`config.mk`:
```
export PLATFORM = sky130hd
export DESIGN_NAME = ppu_screen_writer
export DESIGN_NICKNAME = d
export VERILOG_FILES = /design/src/rtl/ppu_pkg.sv /design/src/rtl/ppu_brightness_scaler.sv /design/src/rtl/ppu_screen_writer.sv
export SDC_FILE = /design/constraint.sdc
export NUM_CORES = 1
export LEC_CHECK = 0
export ABC_AREA = 1
export ABC_CLOCK_PERIOD_IN_PS = 5200
export CORE_ASPECT_RATIO = 0.75
export CORE_UTILIZATION = 60
export DETAILED_ROUTE_END_ITERATION = 7
export HOLD_SLACK_MARGIN = 0.06
export PLACE_DENSITY = 0.85
export RECOVER_POWER = 100
export SLEW_MARGIN = 5
export SYNTH_ARGS = -nofsm -noshare
export SYNTH_HDL_FRONTEND = slang
export SYNTH_HIERARCHICAL = 1
export SYNTH_SLANG_ARGS = --single-unit
```
`constraint.sdc`:
```
create_clock -name clk -period 5.2 [get_ports clk]
set_input_delay 1.04 -clock clk [delete_from_list [all_inputs] [get_ports clk]]
set_output_delay 1.04 -clock clk [all_outputs]
set_load 0.05 [all_outputs]
```
`src/rtl/ppu_pkg.sv`:
```
// ppu_pkg: shared types and helpers for the PPU back end.
//
// Contents:
//   FB_WORD_W       - framebuffer data word width ({right, left} BGR555 pair)
//   FB_ENTRY_ADDR_W - word-address width carried in a queued entry ({v_line, x})
//   dot_step_e      - names for the 4-phase dot counter shared with the mixer
//   fb_entry_type   - one queued framebuffer write (address + data)
//   scale_channel() - master-brightness scaling of one 5-bit colour channel
package ppu_pkg;

  localparam int FB_WORD_W       = 30;
  localparam int FB_ENTRY_ADDR_W = 16;
  localparam int CH_W            = 5;
  localparam int PIX_W           = 15;

  typedef enum logic [1:0] {
    STEP_CAPTURE = 2'd0,
    STEP_1       = 2'd1,
    STEP_2       = 2'd2,
    STEP_3       = 2'd3
  } dot_step_e;

  typedef struct packed {
    logic [FB_ENTRY_ADDR_W-1:0] addr;
    logic [FB_WORD_W-1:0]       data;
  } fb_entry_type;

  // (c * (b + 1)) >> 4 with a 9-bit product: 31 * 16 = 496 still fits, and
  // b = 15 returns c unchanged.
  function automatic logic [CH_W-1:0] scale_channel(input logic [CH_W-1:0] c,
                                                    input logic [3:0]      b);
    logic [8:0] prod;
    prod = 9'(c) * (9'(b) + 9'd1);
    return prod[8:4];
  endfunction

endpackage

```
`src/rtl/ppu_brightness_scaler.sv`:
```
// ppu_brightness_scaler: applies INIDISP master brightness and forced blank to
// one BGR555 pixel. Purely combinational.
//
// Ports:
//   color_in    in  15  pixel from the mixer (BGR555)
//   brightness  in  4   master brightness, 0 = black, 15 = unchanged
//   force_blank in  1   forced blank, output black
//   color_out   out 15  scaled pixel (BGR555)
module ppu_brightness_scaler
  import ppu_pkg::*;
(
  input  logic [14:0] color_in,
  input  logic [3:0]  brightness,
  input  logic        force_blank,
  output logic [14:0] color_out
);

  // NOTE: combinational blocks assign every output a default first so no
  // path through the block can leave a value held, which would infer a latch.
  always_comb begin
    color_out = '0;
    if (!force_blank && (brightness != 4'd0)) begin
      for (int ch = 0; ch < 3; ch++) begin
        color_out[ch*CH_W +: CH_W] = scale_channel(color_in[ch*CH_W +: CH_W], brightness);
      end
    end
  end

endmodule

```
`src/rtl/ppu_screen_writer.sv`:
```
// ppu_screen_writer: captures the mixer's left/right pixel pair once per
// visible dot, applies master brightness / forced blank, and queues the
// result for the external framebuffer so the dot pipeline never waits on
// memory. When the queue is full and cannot drain, dots are dropped and
// reported through a sticky overflow flag.
//
// Build option:
//   PPU_SCREEN_WRITER_DROP_CNT_EN  defined: drop_count is a 16-bit
//                                  saturating count of dropped dots.
//                                  undefined: drop_count reads 16'h0.
//
// Ports:
//   clk          in  1          system clock
//   reset        in  1          asynchronous, active-high reset
//   step         in  2          PPU dot phase; capture happens at phase 0
//   dot_active   in  1          current dot is visible (phase 0 only)
//   line_start   in  1          pulse at start of a visible line, clears x
//   v_line       in  8          current visible line
//   color_left   in  15         mixer left pixel (BGR555)
//   color_right  in  15         mixer right pixel (BGR555)
//   brightness   in  4          INIDISP master brightness
//   force_blank  in  1          INIDISP forced blank
//   fb_wvalid    out 1          write request valid (queue non-empty)
//   fb_wready    in  1          framebuffer accepts the head entry
//   fb_waddr     out FB_ADDR_W  word address {v_line, x}
//   fb_wdata     out 30         {right, left}
//   ovf_clear    in  1          clears the overflow flag
//   overflow     out 1          sticky: at least one dot was dropped
//   drop_count   out 16         dropped-dot counter
//
// Latency: capture edge loads S1, next edge S2, next edge writes the queue;
// fb_wvalid is high after that third edge.
module ppu_screen_writer
  import ppu_pkg::*;
#(
  parameter int FIFO_DEPTH = 8,
  parameter int FB_ADDR_W  = 16
) (
  input  logic                 clk,
  input  logic                 reset,
  input  logic [1:0]           step,
  input  logic                 dot_active,
  input  logic                 line_start,
  input  logic [7:0]           v_line,
  input  logic [14:0]          color_left,
  input  logic [14:0]          color_right,
  input  logic [3:0]           brightness,
  input  logic                 force_blank,
  output logic                 fb_wvalid,
  input  logic                 fb_wready,
  output logic [FB_ADDR_W-1:0] fb_waddr,
  output logic [29:0]          fb_wdata,
  input  logic                 ovf_clear,
  output logic                 overflow,
  output logic [15:0]          drop_count
);

  localparam int PTR_W = $clog2(FIFO_DEPTH);

  // ---------------------------------------------------------------------------
  // Dot capture and x counter
  // ---------------------------------------------------------------------------
  logic       capture;
  logic [7:0] x;
  logic [7:0] x_cap;

  assign capture = (dot_step_e'(step) == STEP_CAPTURE) && dot_active;
  // A line_start on the capture clock wins: that dot is x = 0.
  assign x_cap   = line_start ? 8'd0 : x;

  // NOTE: sequential state uses non-blocking assignments so every register
  // samples its inputs from before the edge, independent of block ordering.
  always_ff @(posedge clk or posedge reset) begin
    if (reset) begin
      x <= 8'd0;
    end else if (capture) begin
      x <= x_cap + 8'd1;   // 255 -> 0 wraps silently
    end else if (line_start) begin
      x <= 8'd0;
    end
  end

  // ---------------------------------------------------------------------------
  // Brightness
  // ---------------------------------------------------------------------------
  logic [14:0] left_scaled;
  logic [14:0] right_scaled;

  ppu_brightness_scaler u_scale_left (
    .color_in    (color_left),
    .brightness  (brightness),
    .force_blank (force_blank),
    .color_out   (left_scaled)
  );

  ppu_brightness_scaler u_scale_right (
    .color_in    (color_right),
    .brightness  (brightness),
    .force_blank (force_blank),
    .color_out   (right_scaled)
  );

  // ---------------------------------------------------------------------------
  // Two-stage pipeline into the queue
  // ---------------------------------------------------------------------------
  logic         s1_valid;
  fb_entry_type s1_entry;
  logic         s2_valid;
  fb_entry_type s2_entry;

  always_ff @(posedge clk or posedge reset) begin
    if (reset) begin
      s1_valid <= 1'b0;
      s1_entry <= '0;
      s2_valid <= 1'b0;
      s2_entry <= '0;
    end else begin
      s1_valid <= capture;
      if (capture) begin
        s1_entry.addr <= {v_line, x_cap};
        s1_entry.data <= {right_scaled, left_scaled};
      end
      s2_valid <= s1_valid;
      s2_entry <= s1_entry;
    end
  end

  // ---------------------------------------------------------------------------
  // Queue: register array with pointers one bit wider than the index, so
  // equal pointers mean empty and pointers differing only in the top bit
  // mean full.
  // ---------------------------------------------------------------------------
  fb_entry_type     mem [FIFO_DEPTH];
  logic [PTR_W:0]   wr_ptr;
  logic [PTR_W:0]   rd_ptr;
  logic             empty;
  logic             full;
  logic             pop;
  logic             push;
  logic             drop;
  fb_entry_type     head;

  assign empty = (wr_ptr == rd_ptr);
  assign full  = (wr_ptr[PTR_W] != rd_ptr[PTR_W]) &&
                 (wr_ptr[PTR_W-1:0] == rd_ptr[PTR_W-1:0]);
  assign pop   = fb_wvalid && fb_wready;
  // A pop on the same edge frees the slot, so a full queue still accepts.
  assign push  = s2_valid && (!full || pop);
  assign drop  = s2_valid && full && !pop;

  // NOTE: the storage array has no reset; a slot is only read once the write
  // pointer has passed it, and the outputs are masked while the queue is empty.
  always_ff @(posedge clk) begin
    if (push) begin
      mem[wr_ptr[PTR_W-1:0]] <= s2_entry;
    end
  end

  always_ff @(posedge clk or posedge reset) begin
    if (reset) begin
      wr_ptr <= '0;
      rd_ptr <= '0;
    end else begin
      if (push) wr_ptr <= wr_ptr + (PTR_W+1)'(1);
      if (pop)  rd_ptr <= rd_ptr + (PTR_W+1)'(1);
    end
  end

  // Head is read straight from storage; it only moves on a pop, so address
  // and data hold while the framebuffer stalls.
  assign head      = mem[rd_ptr[PTR_W-1:0]];
  assign fb_wvalid = !empty;
  assign fb_waddr  = fb_wvalid ? FB_ADDR_W'(head.addr) : '0;
  assign fb_wdata  = fb_wvalid ? head.data : '0;

  // ---------------------------------------------------------------------------
  // Overflow reporting
  // ---------------------------------------------------------------------------
  always_ff @(posedge clk or posedge reset) begin
    if (reset) begin
      overflow <= 1'b0;
    end else if (drop) begin
      overflow <= 1'b1;          // a drop beats a coincident clear
    end else if (ovf_clear) begin
      overflow <= 1'b0;
    end
  end

`ifdef PPU_SCREEN_WRITER_DROP_CNT_EN
  always_ff @(posedge clk or posedge reset) begin
    if (reset) begin
      drop_count <= 16'h0;
    end else if (drop && (drop_count != 16'hFFFF)) begin
      drop_count <= drop_count + 16'd1;
    end
  end
`else
  assign drop_count = 16'h0;
`endif

endmodule
```
; Word level (Yosys, flattened, before mapping)
; Memories as Yosys holds them, arrays and structs flattened.
; Cells that the tools add are included.
[op_classes]
n_addsub = 4
eq_ne = 3
multipliers = 6
n_mux = 10
reduce_logical = 15
[op_table]
columns = cell, n
row1 = multiplier 5 x 9 -> 9 bit, 6
row2 = 2-to-1 mux 15 bit, 2
row3 = 2-to-1 mux 30 bit, 1
row4 = 2-to-1 mux 16 bit, 1
row5 = 2-to-1 mux 8 bit, 2
row6 = "adder 4 x 1 -> 4 bit, second input constant", 2
row7 = "adder 8 x 1 -> 8 bit, second input constant", 1
row8 = logical AND 1 bit, 7
row9 = "adder 4 x 1 -> 5 bit, second input constant", 1
row10 = equality test 4 bit, 1
row11 = zero test 1 bit, 4
row12 = 2-to-1 mux 1 bit, 4
row13 = nonzero test 4 bit, 1
row14 = equality test 3 bit, 1
row15 = zero test 2 bit, 1
row16 = nonzero test 2 bit, 1
row17 = logical OR 1 bit, 1
row18 = inequality test 1 bit, 1
[word_totals]
regBits = 111
mem_bits_rw = 368
elab_cells = 49
memories = 1
[memory_table]
columns = name, depth, word_bits, read_ports, rd_ports_with_merged_regs, wr, line
row1 = mem, 8, 46, 1, 0, 1, ppu_screen_writer.sv:133  ; fb_entry_type mem [FIFO_DEPTH];

; Longest topological paths before layout
; Gate-level depths: netlist (run 1).
[depth]
ltp_word = 7
ltp_mapped = 23
ltp_nobuf = 22

; Cells and area by module
; The synthesis (run 1) kept the hierarchy.
[by_module_without_submodules]
columns = module, area_each_um2, cells_each, seq_area_each_um2, n_inst
row1 = ppu_screen_writer, 18704.2, 1579, 13828.3, 1
row2 = ppu_brightness_scaler at u_scale_left, 2473.6, 415, 0.0, 1
row3 = ppu_brightness_scaler at u_scale_right, 2411.1, 395, 0.0, 1

; Worst setup path before layout (run 1)
; Ideal clock, no wire load.
[synth_timing]
path_kind = input to register
start = in brightness[0]
end = reg s1_entry[8] (netlist name)
path_buffers = 2
slack_ns = 0.817
cell_stages = 17
arrival_ns = 4.266
cell_sequence = buf_4 inv_1 ha_1 buf_4 nand2_1 fa_1 fa_1 fa_1 inv_1 ha_1 a21oi_1 o21a_1 nand3_1 nand2_1 nor2_1 nand2_1 nand2_1
[synth_via]
elab_chain_len = 3
elab_cells_between_ends = 5
cone_classes = add/sub: 1 / mul: 1 / mux: 1 / reduce/logical: 2
[synth_lines]
columns = element, line
row1 = "start, declared", ppu_screen_writer.sv:47  ; input logic [3:0] brightness,
row2 = adder 4 x 1 -> 5 bit / nonzero test 4 bit (equally long branches), "ppu_pkg.sv:33, ppu_brightness_scaler.sv:22"
row3 = multiplier 5 x 9 -> 9 bit / logical AND 1 bit (equally long branches), "ppu_pkg.sv:33, ppu_brightness_scaler.sv:22"
row4 = 2-to-1 mux 15 bit *, ppu_brightness_scaler.sv:22  ; if (!force_blank && (brightness != 4'd0)) begin
row5 = net left_scaled[8], ppu_screen_writer.sv:86  ; logic [14:0] left_scaled;
row6 = "end, declared", ppu_screen_writer.sv:107  ; fb_entry_type s1_entry;
; The timed path passes the listed nets; every way through them passes the cells marked *.
; A chain may end at the register's enable or synchronous reset.

; Worst setup path after layout (run 1)
[layout_timing]
start = reg rd_ptr[0]
end = mem mem[5][2] (netlist name), enable pin
[layout_via]
elab_chain_len = 7
elab_cells_between_ends = 10
cone_classes = eq/ne: 2 / mux: 2 / reduce/logical: 6
[layout_lines]
columns = element, line
row1 = "start, declared", ppu_screen_writer.sv:135  ; logic [PTR_W:0] rd_ptr;
row2 = "start signal, assigned", ppu_screen_writer.sv:165  ; if (pop) rd_ptr <= rd_ptr + (PTR_W+1)'(1);
row3 = equality test 4 bit / equality test 3 bit (equally long branches), "ppu_screen_writer.sv:143, ppu_screen_writer.sv:145"
row4 = zero test 1 bit / logical AND 1 bit (equally long branches), "ppu_screen_writer.sv:172, ppu_screen_writer.sv:144"
row5 = logical AND 1 bit / zero test 1 bit (equally long branches), "ppu_screen_writer.sv:146, ppu_screen_writer.sv:148"
row6 = logical OR 1 bit *, ppu_screen_writer.sv:148  ; assign push = s2_valid && (!full || pop);
row7 = logical AND 1 bit *, ppu_screen_writer.sv:148
row8 = 2-to-1 mux 1 bit *, ppu_screen_writer.sv:154  ; if (push) begin
row9 = 2-to-1 mux 1 bit (not written as such) *, ppu_screen_writer.sv:155  ; mem[wr_ptr[PTR_W-1:0]] <= s2_entry;
row10 = "end, declared", ppu_screen_writer.sv:133
; Every way passes the cells marked *; elsewhere a longest branch is shown, timed or not.

==> results of run 1 <==
[metal layers]
metal | share of wire, % | wire length, um | up-vias | track usage, %
met5 | 0 | 0 | - | 0
met3 | 8.3 | 4370 | 111 | 3.44
met1 | 40 | 21200 | 8007 | 35.8
met2 | 50 | 26300 | 822 | 45.4
met4 | 2.1 | 1110 | 0 | 8.28
li1 | - | - | 7939 | -
[critical path: cells and delay by family, from the launching register on]
kind | cells | cell delay (ps)
buf+inv | 2 | 1420
flops | 1 | 690
simple gates | 6 | 2370
[cells in the final DEF (no fill, tap or decap), types with 16 or more instances in the layout]
master and n:
ha_1 97, o21ai_0 232, fa_1 42, dfrtp_1 108, clkdlybuf4s50_1 48, buf_4 23
nor2_1 561, inv_1 200, clkbuf_1 44, a21oi_1 32, nand2_1 444, conb_1 16
clkbuf_16 46, clkbuf_2 23, nand3_1 99, edfxtp_1 368
[where the power goes]
group / internal, mW / switching (mW) / total [mW]
registers: 4.53 / 0.393 / 4.92
clock network: 1.94 / 1.38 / 3.31
logic: 1.29 / 4.07 / 5.36
total: 7.75 / 5.84 / 13.6
[kinds of logic after synthesis]
| logic type | after synthesis | share of synthesized area, % |
|---|---|---|
| and+or+nand+nor | 1138 | 19.3 |
| DFF | 479 | 58.6 |
| buffers and inverters | 328 | 6.50 |
| AOI/OAI and AO/OA | 290 | 6.28 |
| adders and majority gates | 139 | 8.71 |
| xor gates and xnor gates | 14 | 0.552 |
| other | 1 | 0.0159 |
[metrics by stage]
step / cell area, sq um / util, % / hold WS, ps / setup TNS [ps]
2_1_floorplan: 23600 / - / 331 / 0
3_3_place_gp: 24800 / 64.5 / 333 / 0
3_5_place_dp: 24800 / 64.5 / 352 / -86.3
4_1_cts: 26300 / 68.5 / 363 / 0
5_1_grt: 26000 / 67.7 / 356 / 0
6_report: 26000 / 67.7 / 356 / 0
[registers in the layout, indices dropped and copies added, names as in the netlist, 4 cells and up]
register  count
rd_ptr        4
mem         368
x             8
s1_entry     46
wr_ptr        4
s2_entry     46
[final cells by class]
type                    count  share of cell area, %
flip-flops and latches    479                   53.2
inverters                 212                   3.07
multi-input cells        1597                   31.7
well taps                 512                   2.46
repair buffers            134                   3.81
clock buffers              64                   4.95
clock inverters            19                  0.855
[worst max-delay path by stage]
stage / startpoint / end / slack (ps) / cells past startpoint
after floorplan: brightness[0] / s1_entry[8]$_DFFE_PP0P_ / 820 / 17
after global placement: brightness[0] / s1_entry[8]$_DFFE_PP0P_ / 130 / 16
after detailed placement: brightness[0] / s1_entry[29]$_DFFE_PP0P_ / -50 / 22
after CTS: brightness[0] / s1_entry[29]$_DFFE_PP0P_ / 500 / 22
after global routing: brightness[0] / s1_entry[29]$_DFFE_PP0P_ / 40 / 22
final: rd_ptr[0]$_DFFE_PP0P_ / mem[5][2]$_DFFE_PP_ / 300 / 8
==> flow_summary.ini, run 1 <==
[run_status]
status = finished, violations left
violations = max-capacitance violations, max-slew violations

[worst_setup_path]
crit_path_frequent_cell = nand2_1
critPathLaunchType = flip-flop
crit_required_ps = 5360
worst_ep_arrival_time_ps = 5060
r2r_end = mem[5][2]$_DFFE_PP_
path_max_fanout = 49
cp-end-kind = flip-flop
cpMaxStageDelayCell = nor2_1
crit_chain = inv_4 > nand2_1 > nand2_1 > nor2_1 > nand3_1 > nand2_1 > nor2_1 > clkbuf_2
critPathKind = reg2reg
r2r_cells = 8
ff2ff_setup_slack_ps = 300
max_stage_delay_ps = 1600
r2r-start = rd_ptr[0]$_DFFE_PP0P_

[pwr]
vdd.ir_drop.worst_mv = 0.337
total_power_mw = 13.6
powerDensity_nw_per_um2 = 522
leakage_nw = 11.2

[floorplan]
core-area_sq_um = 38500
die_w_um = 231
chipHeight_um = 174
num_io_pins = 115
initial_core_util_pct = 61.3
fp.dieArea_sq_um = 40100
num_rows = 62

[clock_tree]
clk_pin_slew_worst_paths_ps = 60
cts_htree_levels = 2
cts-buffers-inserted = 45
clk_path_buf_depth = 3
cts_num_sinks = 479
worstSkewPairLatency_ps = 580
postCtsHoldBufs = 0
postCtsSetupBuffers = 0
post_cts_resize_count = 0
cts_root_buffer = clkbuf_16
cts_tree = yes

[placed_design]
portBuffers = 98
dpl.hpwl_um = 32200
dp_slack_ps = -48.1
dp.cells = 2934
gp_congestion = 0.879

[logic_synthesis]
async_flop_share_pct = 23.2
synth_edf_count = 368
syn_area_sq_um = 23600
yosysWarningCount = 6
ys_top_cells_by_area = edfxtp_1 47%, dfrtp_1 12%, nor2_1 8.9%, nand2_1 7.0%, ha_1 5.1%
synth_top_area_share_pct = 46.8
postSynthCellCount = 2389
synth.distinct_cells = 44
avgSynthCellArea_sq_um = 9.87
synth_most_common_cell = nor2_1
ys_ff_latch = 479
synth-main-ff-cell = edfxtp_1
ys_seq_area_share_pct = 58.6
ys_top_cells_by_count = 558 x nor2_1, 442 x nand2_1, 368 x edfxtp_1, 230 x o21ai_0, 200 x inv_1
yosysTopAreaCell = edfxtp_1

[sta]
relSlewSlack_pct = -91.9
skew_ps = 35.7
max_freq_ghz = 0.204
drv_slew = 275
fin_crit_ps = 4900
setup_slack_ps = 300
finalHoldViolations = 0
tightest_slew_ps = 2880
finalSetupViolations = 0
rsz0062_at_grt = no
fin_crit_sh_pct = 94.2

[global_routing]
grt_pass1_wl_um = 84700
grt_max_degree = 87
grt_pass1_vias = 16704
antenna_found_initial = 0
grtUsageTotal_pct = 26.7
grt_overflow = 0

[cells_and_area]
areaGrowthSynthToFinish_pct = 10.4
regArea_sq_um = 13800
final_cell_count_no_fill = 3017
multiInputGateArea_sq_um = 8250
antenna_cells = 0
drive_gt1_share_pct = 6.19
final_nets = 2659
fill_cells = 2775

[worst_hold_path]
min_delay_path_depth = 0
hp-class = reg2reg
min-delay-start = s1_entry[32]$_DFFE_PP0P_
holdPathEnd = s2_entry[32]$_DFF_PP0_

[run]
max_cap_viol_count = 10

[route]
wl_um = 52900
drtAntennaViolNets = 0
dr.first_iter.drc_count = 1959
vias_per_cell = 5.59
vias = 16879
routedWlPerCell_um = 17.5
dr.pass1.iters = 6
drcViolationCount = 0
Note: power is estimated with default switching activity, not from simulation.
==> run 2, diff against run 1 <==
- CORE_UTILIZATION: 60 -> 47
- CTS_CLUSTER_SIZE: unset -> 25
- PLACE_DENSITY: 0.85 -> 0.71
==> flow_summary.ini, run 2 (synthesis gave the netlist of run 1 again) <==
[worst_setup_path]
cp-end-kind = output port
crit_required_ps = 4160
cpMaxStageDelayCell = dlygate4sd3_1
worst_ep_arrival_time_ps = 3740
ff2ff_setup_slack_ps = 460
crit_chain = clkinvlp_2 > nand2_4 > nand2_1 > nor2_1 > nand3_4 > dlygate4sd3_1
cp_top_family = buffers and inverters
cp_num_buf_inv = 2
max_stage_delay_ps = 970
critPathKind = reg2out
critPathLaunchType = flip-flop
path_max_fanout = 57

[clock_tree]
cts_num_sinks = 479
postCtsHoldBufs = 0
cts_htree_levels = 2
cts_tree = yes
cts-buffers-inserted = 47
clk_path_buf_depth = 3
post_cts_resize_count = 0
clk_pin_slew_worst_paths_ps = 60
worstSkewPairLatency_ps = 580
postCtsSetupBuffers = 0
cts_root_buffer = clkbuf_16

[sta]
drv_slew = 234
finalHoldViolations = 0
finalSetupViolations = 0
relSlewSlack_pct = -108
holdWs_ps = 349
max_freq_ghz = 0.209
rsz0062_at_grt = no
setup_tns_ps = 0
fin_crit_sh_pct = 91.9
skew_ps = 20.9
tightest_slew_ps = 3100
fin_crit_ps = 4780

[pwr]
powerDensity_nw_per_um2 = 516
switching_share_pct = 43.0
p_int_mw = 7.71
leakage_nw = 11.2
p_comb_share_pct = 39.2
clkPwrFrac_pct = 24.1
vdd.ir_drop.worst_mv = 0.372
p_switching_mw = 5.82
seqPwrFrac_pct = 36.6

[floorplan]
fp.dieArea_sq_um = 51100
num_io_pins = 115
initial_core_util_pct = 48.0
num_rows = 70
core-area_sq_um = 49100
die_w_um = 261
chipHeight_um = 196

[cells_and_area]
stdcell_area_sq_um = 26200
antenna_cells = 0
final_core_util_pct = 53.3
final_cell_count_no_fill = 3156
largest_reg_flops = 368
areaGrowthSynthToFinish_pct = 11.0
final_cell_mix = 561 x nor2_1, 443 x nand2_1, 368 x edfxtp_1
drive_gt1_share_pct = 6.18
mostFrequentLayoutCell = nor2_1
final_nets = 2660

[placed_design]
dp.cells = 3069
gp_congestion = 0.845
dpl.hpwl_um = 31000
dpl_cell_area_sq_um = 25000
portBuffers = 98

[route]
vias_per_cell = 5.14
drtAntennaViolNets = 0
dr.first_iter.drc_count = 1474
routedWlPerCell_um = 16.2
vias = 16233
wl_um = 51200
dr.pass1.iters = 7
drcViolationCount = 10

[global_routing]
grt_pass1_vias = 15664
grt_pass1_wl_um = 82800
grt_overflow = 0
antenna_found_initial = 0
grtUsageTotal_pct = 20.5
grt_max_degree = 186

[worst_hold_path]
hp-class = reg2reg

[run_status]
status = finished, violations left
violations = design-rule violations, max-capacitance violations, max-slew violations

[run]
max_cap_viol_count = 8
run 2: per-stage QoR:
stage	total power [mW]	setup WS [ps]
4_1_cts	14.0	591
5_1_grt	14.3	122
2_1_floorplan	9.08	817
6_report	13.5	424
3_5_place_dp	10.7	2.92
3_3_place_gp	10.6	112
run 2: path summary, 6_finish.rpt:
kind,depth (start not counted),from,to
worst min-delay path,0,s1_valid$_DFF_PP0_,s2_valid$_DFF_PP0_
worst max register to register,8,rd_ptr[0]$_DFFE_PP0P_,mem[2][18]$_DFFE_PP_
worst max-delay path,6,rd_ptr[0]$_DFFE_PP0P_,fb_wvalid
min in group asynchronous,2,reset,s1_entry[14]$_DFFE_PP0P_
worst min register to register,0,s1_valid$_DFF_PP0_,s2_valid$_DFF_PP0_
max in group asynchronous,3,reset,s1_entry[44]$_DFFE_PP0P_
run 2: power groups by stage:
stage	logic, mW	clock network (mW)	registers [mW]
floorplan	4.34	0	4.73
global placement	5.58	0	5.00
detailed placement	5.68	0	5.02
CTS	5.71	3.31	4.95
global route	5.87	3.46	5.00
finish	5.31	3.26	4.96
run 2: layer usage:
layer | vias to the layer above | track usage [%] | wire length (um)
li1 | 7945 | - | -
met1 | 7803 | 29.5 | 23600
met2 | 427 | 32.8 | 23900
met3 | 58 | 2.97 | 2880
met4 | 0 | 4.96 | 782
met5 | - | 0 | 0
run 2: cell type report:
type                       count  area, sq um
inverter                     212          798
sequential                   479        13800
fill                        4279        22900
clock buffer                  68         1360
multi-input combinational   1597         8260
tap                          648          811
clock inverter                19          134
timing repair buffer         133          987
run 2: worst register-to-register path, stage by stage, from the launching register on:
cell and delay, ps:
dfrtp_4 710, clkinvlp_2 320, nand2_4 50, nand2_1 90, nor2_1 90, nand3_1 220, nand3_1 210, nor2_1 1610
clkbuf_2 1040
